==> config.mk <==
export PLATFORM = sky130hd
export DESIGN_NAME = lu_op_identifier
export DESIGN_NICKNAME = d
export VERILOG_FILES = /design/src/rtl/lu_pkg.sv /design/src/rtl/lu_ref_model.sv /design/src/rtl/lu_op_identifier.sv
export SDC_FILE = /design/constraint.sdc
export NUM_CORES = 1
export LEC_CHECK = 0
export CAP_MARGIN = 30
export CORE_UTILIZATION = 55
export CTS_BUF_LIST = sky130_fd_sc_hd__clkbuf_4
export DETAILED_ROUTE_END_ITERATION = 8
export PLACE_DENSITY = 0.87
export SLEW_MARGIN = 20
export SYNTH_ARGS = -nofsm -noshare
export SYNTH_HDL_FRONTEND = slang
export SYNTH_HIERARCHICAL = 1
export SYNTH_SLANG_ARGS = --single-unit
==> constraint.sdc <==
create_clock -name clk -period 4.46 [get_ports clk]
set_input_delay 0.669 -clock clk [delete_from_list [all_inputs] [get_ports clk]]
set_output_delay 0.669 -clock clk [all_outputs]
set_load 0.005 [all_outputs]
==> src/rtl/lu_pkg.sv <==
// Shared constants, state encoding and small helpers for the logic-unit
// op identifier and its reference model.
package lu_pkg;

    localparam logic [1:0] OP_NAND = 2'b00;
    localparam logic [1:0] OP_AND  = 2'b01;
    localparam logic [1:0] OP_NOR  = 2'b10;
    localparam logic [1:0] OP_OR   = 2'b11;

    localparam logic ERR_CONTRA = 1'b0;
    localparam logic ERR_AMBIG  = 1'b1;

    typedef enum logic [1:0] {
        ST_IDLE    = 2'b00,
        ST_COLLECT = 2'b01,
        ST_DONE    = 2'b10,
        ST_ERROR   = 2'b11
    } state_t;

    function automatic logic [2:0] popcount4(input logic [3:0] v);
        logic [2:0] n;
        n = 3'd0;
        for (int i = 0; i < 4; i++) begin
            n = n + {2'b00, v[i]};
        end
        return n;
    endfunction

    // Only meaningful for one-hot inputs; anything else maps to 0.
    function automatic logic [1:0] onehot_index4(input logic [3:0] v);
        logic [1:0] idx;
        case (v)
            4'b0001: idx = 2'd0;
            4'b0010: idx = 2'd1;
            4'b0100: idx = 2'd2;
            4'b1000: idx = 2'd3;
            default: idx = 2'd0;
        endcase
        return idx;
    endfunction

endpackage

==> src/rtl/lu_ref_model.sv <==
// Combinational model of the 2-input logic unit: predicted output of each
// op code for the given operands, bit i is op code i.
module lu_ref_model (
    input  logic       a,
    input  logic       b,
    output logic [3:0] p
);
    assign p = {a | b, ~(a | b), a & b, ~(a & b)};
endmodule

==> src/rtl/lu_op_identifier.sv <==
// Recovers which logic-unit op produced a stream of observed (a, b, s_obs)
// samples by eliminating candidates whose prediction disagrees.
module lu_op_identifier
    import lu_pkg::*;
#(
    parameter int MAX_SAMPLES = 8,
    parameter int CNT_W       = 4
) (
    input  logic             clk,
    input  logic             rst,
    input  logic             start,
    input  logic             in_valid,
    output logic             in_ready,
    input  logic             a,
    input  logic             b,
    input  logic             s_obs,
    output logic             busy,
    output logic             id_valid,
    output logic [1:0]       id_op,
    output logic             id_error,
    output logic             err_kind,
    output logic [3:0]       cand_mask,
    output logic [CNT_W-1:0] sample_count
);

    localparam logic [CNT_W-1:0] CNT_MAX = CNT_W'(MAX_SAMPLES);
    localparam logic [CNT_W-1:0] CNT_ONE = CNT_W'(1);

    state_t           state_r, state_nxt;
    logic [3:0]       mask_r, mask_nxt;
    logic [CNT_W-1:0] cnt_r, cnt_nxt;
    logic [1:0]       op_r, op_nxt;
    logic             valid_r, valid_nxt;
    logic             error_r, error_nxt;
    logic             kind_r, kind_nxt;
    logic             in_ready_r, busy_r;

    logic [3:0]       pred_s;
    logic [3:0]       next_mask_s;
    logic [CNT_W-1:0] cnt_inc_s;
    logic             accept_s;

    lu_ref_model u_ref (
        .a (a),
        .b (b),
        .p (pred_s)
    );

    assign next_mask_s = mask_r & ~(pred_s ^ {4{s_obs}});
    assign cnt_inc_s   = (cnt_r == CNT_MAX) ? cnt_r : cnt_r + CNT_ONE;
    // in_ready_r is high exactly when state_r is COLLECT.
    assign accept_s    = in_valid && in_ready_r && !start;

    // Next-state and next-output decision; start restarts from any state.
    always_comb begin
        state_nxt = state_r;
        mask_nxt  = mask_r;
        cnt_nxt   = cnt_r;
        op_nxt    = op_r;
        valid_nxt = valid_r;
        error_nxt = error_r;
        kind_nxt  = kind_r;
        if (start) begin
            state_nxt = ST_COLLECT;
            mask_nxt  = 4'b1111;
            cnt_nxt   = '0;
            valid_nxt = 1'b0;
            error_nxt = 1'b0;
        end else begin
            case (state_r)
                ST_COLLECT: begin
                    if (accept_s) begin
                        mask_nxt = next_mask_s;
                        cnt_nxt  = cnt_inc_s;
                        if (next_mask_s == 4'b0000) begin
                            state_nxt = ST_ERROR;
                            error_nxt = 1'b1;
                            kind_nxt  = ERR_CONTRA;
                        end else if (popcount4(next_mask_s) == 3'd1) begin
                            state_nxt = ST_DONE;
                            valid_nxt = 1'b1;
                            op_nxt    = onehot_index4(next_mask_s);
                        end else if (cnt_inc_s == CNT_MAX) begin
                            state_nxt = ST_ERROR;
                            error_nxt = 1'b1;
                            kind_nxt  = ERR_AMBIG;
                        end else begin
                            state_nxt = ST_COLLECT;
                        end
                    end else begin
                        state_nxt = ST_COLLECT;
                    end
                end
                default: state_nxt = state_r;
            endcase
        end
    end

    // State and output registers.
    always_ff @(posedge clk) begin
        if (rst) begin
            state_r    <= ST_IDLE;
            mask_r     <= 4'b1111;
            cnt_r      <= '0;
            op_r       <= 2'b00;
            valid_r    <= 1'b0;
            error_r    <= 1'b0;
            kind_r     <= 1'b0;
            in_ready_r <= 1'b0;
            busy_r     <= 1'b0;
        end else begin
            state_r    <= state_nxt;
            mask_r     <= mask_nxt;
            cnt_r      <= cnt_nxt;
            op_r       <= op_nxt;
            valid_r    <= valid_nxt;
            error_r    <= error_nxt;
            kind_r     <= kind_nxt;
            in_ready_r <= (state_nxt == ST_COLLECT);
            busy_r     <= (state_nxt == ST_COLLECT);
        end
    end

    assign in_ready     = in_ready_r;
    assign busy         = busy_r;
    assign id_valid     = valid_r;
    assign id_op        = op_r;
    assign id_error     = error_r;
    assign err_kind     = kind_r;
    assign cand_mask    = mask_r;
    assign sample_count = cnt_r;

endmodule

== Word-level counts from Yosys, hierarchy flattened ==
Index checks and enable logic that the tools add are counted.

* Register bits: 16
* Input bits: 7
* Output and inout port bits: 15
* Logic and storage cells: 53

* Add/subtract/negate cells: 4
* Equality and inequality tests: 9
* Mux-type cells: 12
* Bitwise gates (word level): 9
* Reduce and logical (&&, ||, !) cells: 11

{| class="wikitable"
|+ Operator list
! operator !! number
|-
| $eq 4x4->1 const B || 3
|-
| $mux 2 || 6
|-
| $reduce_and 5->1 || 2
|-
| $reduce_and 4->1 || 2
|-
| $pmux 2 s3 || 1
|-
| $add 4x1->4 const B || 1
|-
| $and 4x4->4 || 1
|-
| $eq 2x1->1 const B || 2
|-
| $eq 4x2->1 const B || 1
|-
| $eq 4x3->1 const B || 1
|-
| $logic_not 4->1 || 1
|-
| $mux 1 || 4
|-
| $mux 4 || 1
|-
| $not 1->1 || 4
|-
| $not 4->4 || 1
|-
| $xor 4x4->4 || 1
|-
| $add 2x1->3 || 1
|-
| $add 3x1->3 || 1
|-
| $eq 3x1->1 const B || 1
|-
| $add 1x1->2 || 1
|-
| $logic_and 1x1->1 || 2
|-
| $ne 2x2->1 const B || 1
|-
| $reduce_and 2->1 || 1
|-
| $reduce_bool 2->1 || 1
|-
| 4 further kinds || 4
|}

== Logic depth before layout (Yosys ltp) ==
Gate-level depths: netlist of run 1.

* Depth after elaboration: 15
* Gate-level depth with buffers: 11
* Gate-level depth less buffers: 11

== Cells and area by module ==
The synthesis of run 1 kept the hierarchy.

{| class="wikitable"
|+ Modules (own cells, without submodules)
! module !! times used !! cells each !! area each (um2) !! seq. area each (um2)
|-
| lu_op_identifier || 1 || 103 || 928.4 || 320.3
|-
| lu_ref_model || 1 || 4 || 21.3 || 0.0
|}

== Least setup slack after synthesis of run 1 ==
No wires, ideal clock.

* Path type: input to register
* Start: input b
* End: register op_r[0], in the netlist id_op[0]
* Setup time: 0.070 ns
* Arrival: 3.091 ns
* Data required time: 4.390 ns
* Slack: 1.300 ns
* Stages on the path: 11
* Path buffers: 0
* Cell sequence: or2_1 -> xnor2_2 -> nand2_1 -> fa_1 -> inv_1 -> ha_1 -> ha_1 -> nor3b_4 -> nand3b_4 -> or3_1 -> a21oi_1

* Cells in the longest elaborated chain, start to end: 10
* Elaborated cells on any way between the ends: 18
* Those cells by class: add/sub (3); eq/ne (4); mux (1); bitwise (8); reduce/logical (2)

{| class="wikitable"
|+ RTL lines
! element !! line !! RTL
|-
| start, declared || lu_op_identifier.sv:15 || <nowiki>input logic b,</nowiki>
|-
| $and 1x1->1 || lu_ref_model.sv:8 || <nowiki>assign p = {a | b, ~(a | b), a & b, ~(a & b)};</nowiki>
|-
| $not 1->1 || lu_ref_model.sv:8 ||
|-
| $xor 4x4->4 (*) || lu_op_identifier.sv:49 || <nowiki>assign next_mask_s = mask_r & ~(pred_s ^ {4{s_obs}});</nowiki>
|-
| $not 4->4 (*) || lu_op_identifier.sv:49 ||
|-
| $and 4x4->4 (*) || lu_op_identifier.sv:49 ||
|-
| $add 1x1->2 || lu_pkg.sv:24 || <nowiki>n = n + {2'b00, v[i]};</nowiki>
|-
| $add 2x1->3 || lu_pkg.sv:24 ||
|-
| $add 3x1->3 || lu_pkg.sv:24 ||
|-
| $eq 3x1->1 || lu_op_identifier.sv:79 || <nowiki>end else if (popcount4(next_mask_s) == 3'd1) begin</nowiki>
|-
| $reduce_and 5->1 (no line) || -- ||
|-
| end signal, assigned || lu_op_identifier.sv:115 || <nowiki>op_r <= op_nxt;</nowiki>
|-
| end, declared || lu_op_identifier.sv:32 || <nowiki>logic [1:0] op_r, op_nxt;</nowiki>
|}

Mark *: on every way between the ends. The rest lies on a longest branch, timed or not.
A chain may end at the register's enable or synchronous reset.

== Worst setup path in the final report of run 1 ==
* Start: input b
* End: register op_r[0], in the netlist id_op[0]

* Elaborated cells on any way between the ends: 18
* Those cells by class: add/sub (3); eq/ne (4); mux (1); bitwise (8); reduce/logical (2)

{| class="wikitable"
|+ RTL lines
! element !! line !! RTL
|-
| $or 1x1->1 (*) || lu_ref_model.sv:8 ||
|-
| net pred_s[3] || lu_op_identifier.sv:38 || <nowiki>logic [3:0] pred_s;</nowiki>
|-
| $not 1->1 || lu_ref_model.sv:8 ||
|-
| $xor 4x4->4 (*) || lu_op_identifier.sv:49 ||
|-
| $not 4->4 (*) || lu_op_identifier.sv:49 ||
|-
| $and 4x4->4 (*) || lu_op_identifier.sv:49 ||
|-
| $add 2x1->3 || lu_pkg.sv:24 ||
|-
| $add 3x1->3 || lu_pkg.sv:24 ||
|-
| $eq 3x1->1 || lu_op_identifier.sv:79 ||
|-
| $reduce_and 5->1 (no line) || -- ||
|}

The timed path passes the listed nets; every way through them passes the cells marked *.

==> results of run 1 <==
## worst min-delay path: cells and delay by family, from the launching register on
| family | cells | cell delay, ns |
|---|---|---|
| AOI/OAI and AO/OA | 1 | 0.05 |
| buffers and inverters | 1 | 0.05 |
| DFF | 1 | 0.33 |
## registers in the layout (all words and copies together), names as in the netlist
| register | flops |
|---|---|
| id_op | 2 |
| cand_mask | 4 |
| state_r | 2 |
| sample_count | 4 |
| err_kind | 1 |
| id_error | 1 |
| busy | 1 |
| id_valid | 1 |
## worst max-delay path by stage
stage | end | cells after the start | startpoint
floorplan | id_op[0]$_SDFFE_PP0P_ | 11 | b
global placement | id_op[0]$_SDFFE_PP0P_ | 12 | b
detailed placement | id_op[0]$_SDFFE_PP0P_ | 12 | b
CTS | id_op[0]$_SDFFE_PP0P_ | 12 | b
global route | id_op[0]$_SDFFE_PP0P_ | 12 | b
finish | id_op[0]$_SDFFE_PP0P_ | 12 | b
## cell families after synthesis
logic type	synth area share, %
AOI/OAI and AO/OA	15.15
adders and majority gates	10.01
DFF	33.73
buffers and inverters	6.719
xor gates and xnor gates	8.038
and+or+nand+nor	24.24
muxes	2.108
## stage by stage
step / cell area (um^2) / utilization [%] / power [uW] / setup WS, ns
finish: 1172 / 75.20 / 300.0 / 0.9859
global route: 1172 / 75.20 / 312.5 / 0.7956
CTS: 1172 / 75.20 / 299.2 / 0.9826
detailed placement: 1146 / 73.52 / 223.1 / 0.6761
global placement: 1146 / 73.52 / 220.2 / 0.7721
floorplan: 949.7 / - / 205.1 / 1.300
## area by class of cell
class / instances / area, um^2 / area share, %
Timing Repair Buffer: 21 / 210.2 / 17.93
Multi-Input combinational cell: 79 / 565.5 / 48.24
Sequential cell: 16 / 320.3 / 27.32
Inverter: 8 / 30.03 / 2.561
Clock buffer: 3 / 22.52 / 1.921
Clock inverter: 1 / 3.754 / 0.3202
Tap cell: 16 / 20.02 / 1.708
## synthesized netlist by cell type (all sizes together), types with 2 or more instances
master | n | share of area [%]
xor2 | 2 | 1.8
o21a | 2 | 1.6
ha | 6 | 7.9
a21oi | 9 | 4.7
or2 | 2 | 1.3
o21ai | 4 | 2.1
buf | 3 | 3.2
nand4 | 2 | 1.3
nand3 | 4 | 2.1
dfxtp | 16 | 34
nor2 | 9 | 3.8
inv | 8 | 3.2
nor2b | 2 | 1.3
xnor2 | 5 | 6.2
nand2 | 14 | 5.5
mux2i | 2 | 2.1
## routing by layer
layer | routed length (um) | GRT usage [%]
met3 | 73 | 4.167
met4 | 26 | 10.63
met5 | 0 | 0
met2 | 900 | 36.72
met1 | 852 | 28.98
## power by group through the flow
stage / registers [uW] / clock network [uW] / logic, uW
6_report: 147 / 79.9 / 73.2
5_1_grt: 147 / 84.6 / 80.5
4_1_cts: 147 / 79.3 / 73.1
3_5_place_dp: 150 / 0 / 73.0
3_3_place_gp: 150 / 0 / 70.1
2_1_floorplan: 150 / 0 / 55.2
==> impl_metrics.tcl, run 1 <==
set metrics [dict create \
    status "finished with violations" \
    violations "DRC" \
    first_pass_iters 6 \
    drtIter0Drc 18 \
    worst_r2r_path_depth 9 \
    cts-root-buf "clkbuf_4" \
    synth_cell_types 37 \
    vias_per_cell 5.583 \
    ctsHoldBuffers 0 \
    cts-resized-gates 0 \
    pwr_density_cell_nw_per_um2 255.9 \
    io_buffers 21 \
    core_area_um2 1559 \
    crit_slowest_cell "fa_1" \
    routed_wl_um 1853 \
    dieWidth_um 43.56 \
    wl_per_cell_um 12.87 \
    cts_setup_buffers 0 \
    fin_skew_ns 0.009165 \
    cts.sink_count 16 \
    dpl.hpwl_um 1453 \
    antennaDiodeCount 0 \
    final_common_cell "clkdlybuf4s50_1" \
    ys_warn_count 6 \
    syn_nets 121 \
    synth-main-ff-cell "dfxtp_1" \
    ys_seq_area_share_pct 33.73 \
    nets 143 \
    cts_buffers 3 \
    drtAntennaViolNets 0 \
    grt_pass1_vias 765 \
    setup_viol 0 \
    drive_gt1_share_pct 8.594 \
    dp_cells 140 \
    maxSlewViolCount 0 \
    path_clk_slew_ns 0.10 \
    clock_path_buffers 2 \
    min_to "id_valid$_SDFFE_PP0P_" \
    ios 22 \
    p_seq_share_pct 49.0 \
    worstHoldPathType "register to register" \
    synth_edf_count 0 \
    track_usage_pct 22.64 \
    cpMostUsedCell "ha_1" \
    crit_type "input port to register" \
    synth-async-reset-ratio_pct 0 \
    fin_cells 144 \
    worstPathArrival_ns 3.71 \
    peakVddDrop_mv 0.1651 \
    switchingPower_uw 88.22 \
    crit_chain "clkdlybuf4s50_1, or2_1, xnor2_2, nand2_1, fa_1, inv_1, ha_1, ha_1, nor3b_4, nand3b_4, or3_1, a21oi_1" \
    timing.final.crit_period_ns 3.474 \
    swShare_pct 29.41 \
    reg2reg_to "id_op[0]$_SDFFE_PP0P_" \
    syn-cell-area_um2 949.7 \
    die_height_um 43.56 \
    internal-power_uw 211.8 \
    rsz0062_at_grt "no" \
    hold_depth 2 \
    grt_overflow_total 0 \
    critPathBufInv 2 \
    grt_first_pass_wirelength_um 3194 \
    min_period_over_period_pct 77.90 \
    fmax_mhz 287.8 \
    crit_family "simple AND/OR/NAND/NOR gates" \
    p_clk_share_pct 26.6 \
    cts_tree "built" \
    power.share.combinational_pct 24.4 \
    area_growth_pct 23.45 \
    cap_violations 0 \
    fillCellCount 118 \
    clk_latency_ns 0.29 \
    num_vias 804 \
    relSlewSlack_pct 67.99 \
    synthCells 107 \
    syn_avg_cell_area_um2 8.875 \
    p_leak_uw 0.0005266 \
    start_util_pct 60.91 \
    cpPeakStageDelay_ns 0.51 \
    grt_antenna_before_repair 0 \
    startpoint_type "input port" \
    setup_tns_ns 0 \
    most-common-layout-cells "clkdlybuf4s50_1 (21), dfxtp_1 (16), nand2_1 (14)" \
    crit_required_ns 4.69 \
    rows 14 \
    hold_slack_ns 0.4554 \
    h-tree-depth 1 \
    reg2reg_from "cand_mask[3]$_SDFFE_PP1P_" \
    min_from "id_valid$_SDFFE_PP0P_" \
    end_kind "register" \
    rrSetupSlack_ns 1.83 \
    grt_max_degree 10 \
    drc_errors 2 \
    cp_max_fo 6 \
    worst_slew_pin_slew_ns 0.4751 \
    timing.final.hold_violations 0 \
    fp.dieArea_um2 1897 \
    place_congestion 0.8000 \
    ys_seq_elements 16 \
]
No activity file was read; power rests on OpenSTA's default activity.
==> run 2, diff against run 1 <==
--- a/config.mk
+++ b/config.mk
@@ -6,10 +6,10 @@
 export NUM_CORES = 1
 export LEC_CHECK = 0
 export CAP_MARGIN = 30
-export CORE_UTILIZATION = 55
+export CORE_UTILIZATION = 51
 export CTS_BUF_LIST = sky130_fd_sc_hd__clkbuf_4
 export DETAILED_ROUTE_END_ITERATION = 8
-export PLACE_DENSITY = 0.87
+export PLACE_DENSITY = 0.81
 export SLEW_MARGIN = 20
 export SYNTH_ARGS = -nofsm -noshare
 export SYNTH_HDL_FRONTEND = slang
==> constraint.sdc (replaced) <==
create_clock -name clk -period 3.51 [get_ports clk]
set_input_delay 0.5265 -clock clk [delete_from_list [all_inputs] [get_ports clk]]
set_output_delay 0.5265 -clock clk [all_outputs]
set_load 0.005 [all_outputs]
==> run 2 against run 1 <==
Effect of this change: the run now ends clean; final cell count grew 8.3%; sequential power grew 27%; final area grew 3.2%; utilization shrank 5.1 points; non-clock buffer count grew 4; global-route usage shrank 1.0 points; first-iteration DRC count shrank 22%.
==> impl_metrics.tcl, run 2 (synthesized netlist as in run 1, its figures left out) <==
set metrics [dict create \
    status "complete, no violations" \
    p_seq_share_pct 48.1 \
    timing.final.crit_period_ns 3.253 \
    min_period_over_period_pct 92.69 \
    cp_max_fo 4 \
    grt_first_pass_wirelength_um 3180 \
    final_common_cell "clkdlybuf4s50_1" \
    nets 147 \
    ios 22 \
    hold_slack_ns 0.4688 \
    antennaDiodeCount 0 \
    die_height_um 45.15 \
    first_pass_iters 4 \
    drc_errors 0 \
    area_growth_pct 27.40 \
    ctsHoldBuffers 0 \
    fin_ws_ns 0.2565 \
    vias_per_cell 5.224 \
    p_leak_uw 0.0005446 \
    worstHoldPathType "register to register" \
    core_area_um2 1727 \
    peakVddDrop_mv 0.2103 \
    drive_gt1_share_pct 11.45 \
    cts_buffers 3 \
    met3_usage_pct 3.600 \
    rsz0062_at_grt "no" \
    wl_per_cell_um 12.48 \
    maxSlewViolCount 0 \
    track_usage_pct 21.62 \
    cts-root-buf "clkbuf_4" \
    num_vias 815 \
    path_clk_slew_ns 0.09 \
    h-tree-depth 1 \
    dpl.hpwl_um 1500 \
    crit_start "s_obs" \
    start_util_pct 55.00 \
    rrSetupSlack_ns 1.01 \
    internal-power_uw 277.2 \
    cts.sink_count 16 \
    drtIter0Drc 14 \
    grt_overflow_total 0 \
    switchingPower_uw 110.5 \
    swShare_pct 28.50 \
    rows 15 \
    cap_violations 0 \
    p_clk_share_pct 24.8 \
    fmax_mhz 307.4 \
    setup_viol 0 \
    grt_pass1_vias 730 \
    use_met1_pct 26.30 \
    timing.final.hold_violations 0 \
    crit_required_ns 3.71 \
    clk_latency_ns 0.28 \
    routed_wl_um 1947 \
    place_congestion 0.7780 \
    reg2reg_to "id_op[0]$_SDFFE_PP0P_" \
    clock_path_buffers 2 \
    dieWidth_um 45.15 \
    reg2reg_from "cand_mask[3]$_SDFFE_PP1P_" \
    pwr_density_cell_nw_per_um2 320.5 \
    crit_type "input port to register" \
    power.share.combinational_pct 27.1 \
    relSlewSlack_pct 64.12 \
    fin_skew_ns 0.01026 \
    fp.dieArea_um2 2039 \
    io_buffers 21 \
    grtUsageMet2_pct 37.68 \
    cts-resized-gates 0 \
    end_kind "register" \
    critPathCapture "id_op[0]$_SDFFE_PP0P_" \
    drtAntennaViolNets 0 \
    grt_antenna_before_repair 0 \
    most-common-layout-cells "clkdlybuf4s50_1 (21), dfxtp_1 (16), nand2_1 (14)" \
    worstPathArrival_ns 3.46 \
    worst_r2r_path_depth 9 \
    pre_cts_ws_ns -0.01979 \
    busiest_layer "met2" \
    worst_slew_pin_slew_ns 0.5326 \
    grt_max_degree 10 \
    cts_tree "built" \
    cts_setup_buffers 0 \
    startpoint_type "input port" \
]
==> run 2: cell count changes in the layout (fill, tap and decap cells not counted) <==
cell      previous run  this run
buf_4                0         4
clkinv_1             1         0
==> run 2: metrics by stage <==
stage / cells / util [%] / setup TNS [ns] / total power (uW) / cell area, um^2
after global routing: 156 / 70.07 / 0 / 410.3 / 1210
after detailed placement: 153 / 68.77 / -0.01979 / 295.5 / 1187
after global placement: 153 / 68.77 / 0 / 291.9 / 1187
after floorplan: 107 / - / 0 / 260.6 / 949.7
after CTS: 156 / 70.07 / 0 / 389.3 / 1210
final: 156 / 70.07 / 0 / 387.7 / 1210
==> run 2: layout make-up <==
cell class                      instances  area [um^2]
Sequential cell                        16        320.3
Fill cell                             154        516.7
Inverter                                8        30.03
Multi-Input combinational cell         79        565.5
Timing Repair Buffer                   25        240.2
Tap cell                               25        31.28
Clock buffer                            3        22.52
==> run 2: worst min path at each step <==
| stage | startpoint | endpoint | slack, ns | cells past startpoint |
|---|---|---|---|---|
| after floorplan | id_valid$_SDFFE_PP0P_ | id_valid$_SDFFE_PP0P_ | 0.44 | 2 |
| after global routing | id_valid$_SDFFE_PP0P_ | id_valid$_SDFFE_PP0P_ | 0.49 | 2 |
| after detailed placement | err_kind$_SDFFE_PP0P_ | err_kind$_SDFFE_PP0P_ | 0.46 | 1 |
| final | id_valid$_SDFFE_PP0P_ | id_valid$_SDFFE_PP0P_ | 0.47 | 2 |
| after CTS | id_valid$_SDFFE_PP0P_ | id_valid$_SDFFE_PP0P_ | 0.47 | 2 |
| after global placement | id_op[0]$_SDFFE_PP0P_ | id_op[0]$_SDFFE_PP0P_ | 0.44 | 2 |
==> run 2: per-layer routing <==
layer | vias up | wire length, um
li1 | 416 | -
met2 | 19 | 969
met1 | 378 | 909
met5 | - | 0
met3 | 2 | 54
met4 | 0 | 13
==> run 2: power by group through the flow <==
stage	clock network, uW	logic, uW	registers, uW
floorplan	0	70.1	190
global placement	0	101	191
detailed placement	0	105	191
CTS	97.3	106	186
global route	107	117	187
finish	96.0	105	187
==> run 2: worst max-delay path, cell delays in order <==
cell	delay, ns
clkdlybuf4s50_1	0.66
xnor2_1	0.17
nand2_1	0.13
fa_1	0.55
inv_1	0.04
ha_1	0.17
ha_1	0.31
nor3b_4	0.26
nand3b_4	0.12
or3_1	0.36
a21oi_1	0.16
==> run 3, diff against run 2 <==
--- a/config.mk
+++ b/config.mk
@@ -9,7 +9,7 @@
 export CORE_UTILIZATION = 51
 export CTS_BUF_LIST = sky130_fd_sc_hd__clkbuf_4
 export DETAILED_ROUTE_END_ITERATION = 8
-export PLACE_DENSITY = 0.81
+export PLACE_DENSITY = 0.8
 export SLEW_MARGIN = 20
 export SYNTH_ARGS = -nofsm -noshare
 export SYNTH_HDL_FRONTEND = slang
==> run 3 against run 2 <==
Effect of this change: fmax grew 2.1%; setup slack gained 0.068 ns; routed wire length shrank 2.1%; critical path depth grew 1; clock power grew 7%; final cell count grew 0.64%; non-clock buffer count is the same; sequential power is essentially flat; final area grew 0.31%; worst hold slack lost 0.0081 ns; first-iteration DRC count shrank 14%; total power grew 2.0%.
==> impl_metrics.tcl, run 3 (synthesized netlist as in run 1, its figures left out) <==
set metrics [dict create \
    status "complete, no violations" \
    routed_wl_um 1906 \
    grt_overflow_total 0 \
    crit_required_ns 3.74 \
    fin_skew_ns 0.003987 \
    worstPathArrival_ns 3.41 \
    fmax_mhz 313.9 \
    dieWidth_um 45.15 \
    h-tree-depth 1 \
    min_period_over_period_pct 90.75 \
    num_vias 831 \
    timing.final.hold_violations 0 \
    rows 15 \
    maxSlewViolCount 0 \
    first_pass_iters 4 \
    track_usage_pct 20.53 \
    cpPeakStageDelay_ns 0.49 \
    min_to "id_valid$_SDFFE_PP0P_" \
    reg2reg_to "id_op[0]$_SDFFE_PP0P_" \
    relSlewSlack_pct 62.14 \
    ios 22 \
    cts_buffers 3 \
    die_height_um 45.15 \
    worstHoldPathType "register to register" \
    cts_setup_buffers 0 \
    startpoint_type "input port" \
    pre_cts_ws_ns 0.03801 \
    grt_pass1_vias 691 \
    wl_per_cell_um 12.14 \
    fin_cells 157 \
    final_common_cell "clkdlybuf4s50_1" \
    clock_path_buffers 2 \
    core_area_um2 1727 \
    drc_errors 0 \
    end_kind "register" \
    cp_max_fo 4 \
    place_congestion 0.7812 \
    cts-root-buf "clkbuf_4" \
    most-common-layout-cells "clkdlybuf4s50_1 (21), dfxtp_1 (16), nand2_1 (14)" \
    drtIter0Drc 12 \
    grt_first_pass_wirelength_um 3049 \
    cts-resized-gates 0 \
    antennaDiodeCount 0 \
    vias_per_cell 5.293 \
    nets 147 \
    rrSetupSlack_ns 1.04 \
    cts_tree "built" \
    crit_start "b" \
    crit_type "input port to register" \
    fillCellCount 146 \
    start_util_pct 55.00 \
    path_clk_slew_ns 0.09 \
    pwr_density_cell_nw_per_um2 326.0 \
    cpMostUsedCell "ha_1" \
    setup_viol 0 \
    timing.final.crit_period_ns 3.185 \
    clk_latency_ns 0.29 \
    dpl.hpwl_um 1476 \
    worst_r2r_path_depth 9 \
    peakVddDrop_mv 0.2746 \
    rsz0062_at_grt "no" \
    hold_depth 2 \
    area_growth_pct 27.80 \
    min_from "id_valid$_SDFFE_PP0P_" \
    reg2reg_from "cand_mask[3]$_SDFFE_PP1P_" \
    dp_cells 153 \
    fp.dieArea_um2 2039 \
    drtAntennaViolNets 0 \
    setup_tns_ns 0 \
    p_leak_uw 0.0005462 \
    crit_chain "clkdlybuf4s50_1, or2_1, xnor2_2, nand2_1, fa_1, inv_1, ha_1, ha_1, nor3b_4, nand3b_4, or3_1, a21oi_1" \
    cap_violations 0 \
    worst_slew_pin_slew_ns 0.5620 \
    drive_gt1_share_pct 11.36 \
    grt_max_degree 10 \
    ctsHoldBuffers 0 \
    fin_ws_ns 0.3246 \
    io_buffers 21 \
    grt_antenna_before_repair 0 \
    cts.sink_count 16 \
    crit_slowest_cell "fa_1" \
]
==> run 3: cell types whose count changed in the layout (fill, tap and decap cells not counted), sizes merged <==
cell,change
clkinv,+1
==> run 3: cell type report <==
class / instances / area [um^2] / share of cell area [%]
Multi-Input combinational cell: 79 / 565.5 / 46.60
Clock buffer: 3 / 22.52 / 1.856
Timing Repair Buffer: 25 / 240.2 / 19.79
Inverter: 8 / 30.03 / 2.474
Sequential cell: 16 / 320.3 / 26.39
Tap cell: 25 / 31.28 / 2.577
Clock inverter: 1 / 3.754 / 0.3093
==> run 3: critical path: cells and delay by family <==
kind                     cells  cell delay [ns]
XOR/XNOR                     1             0.18
AND/OR/NAND/NOR              5             1.11
adder cells (fa/ha/maj)      3             0.97
buffers and inverters        2             0.48
AO/OA/AOI/OAI                1             0.13
==> run 3: routing by layer <==
layer	global-route usage (%)	up-vias	wire length, um
met5	0	-	0
met1	25.06	395	846
li1	-	417	-
met4	5.455	0	11
met3	4.800	2	80
met2	35.94	17	967
==> run 3: report_power, final <==
part	leakage (uW)	internal, uW	switching, uW
registers	0.000130	184	2.48
clock network	0.0000154	41.4	61.6
logic	0.000401	53.6	52.5
total	0.000546	279	117
==> run 3: per-stage QoR <==
step | hold slack, ns | utilization, % | area (um^2) | power (uW)
6_report | 0.4607 | 70.29 | 1214 | 395.7
5_1_grt | 0.4833 | 70.29 | 1214 | 415.2
4_1_cts | 0.4573 | 70.29 | 1214 | 397.7
3_5_place_dp | 0.4424 | 68.77 | 1187 | 295.9
3_3_place_gp | 0.4446 | 68.77 | 1187 | 292.1
2_1_floorplan | 0.4421 | - | 949.7 | 260.6
==> run 3: how the worst max path moves through the flow <==
stage	end	depth (start not counted)	slack, ns
finish	id_op[0]$_SDFFE_PP0P_	12	0.32
floorplan	id_op[0]$_SDFFE_PP0P_	11	0.49
global route	id_op[0]$_SDFFE_PP0P_	12	0.19
CTS	id_op[0]$_SDFFE_PP0P_	12	0.33
global placement	id_op[0]$_SDFFE_PP0P_	11	0.12
detailed placement	id_op[0]$_SDFFE_PP0P_	11	0.04
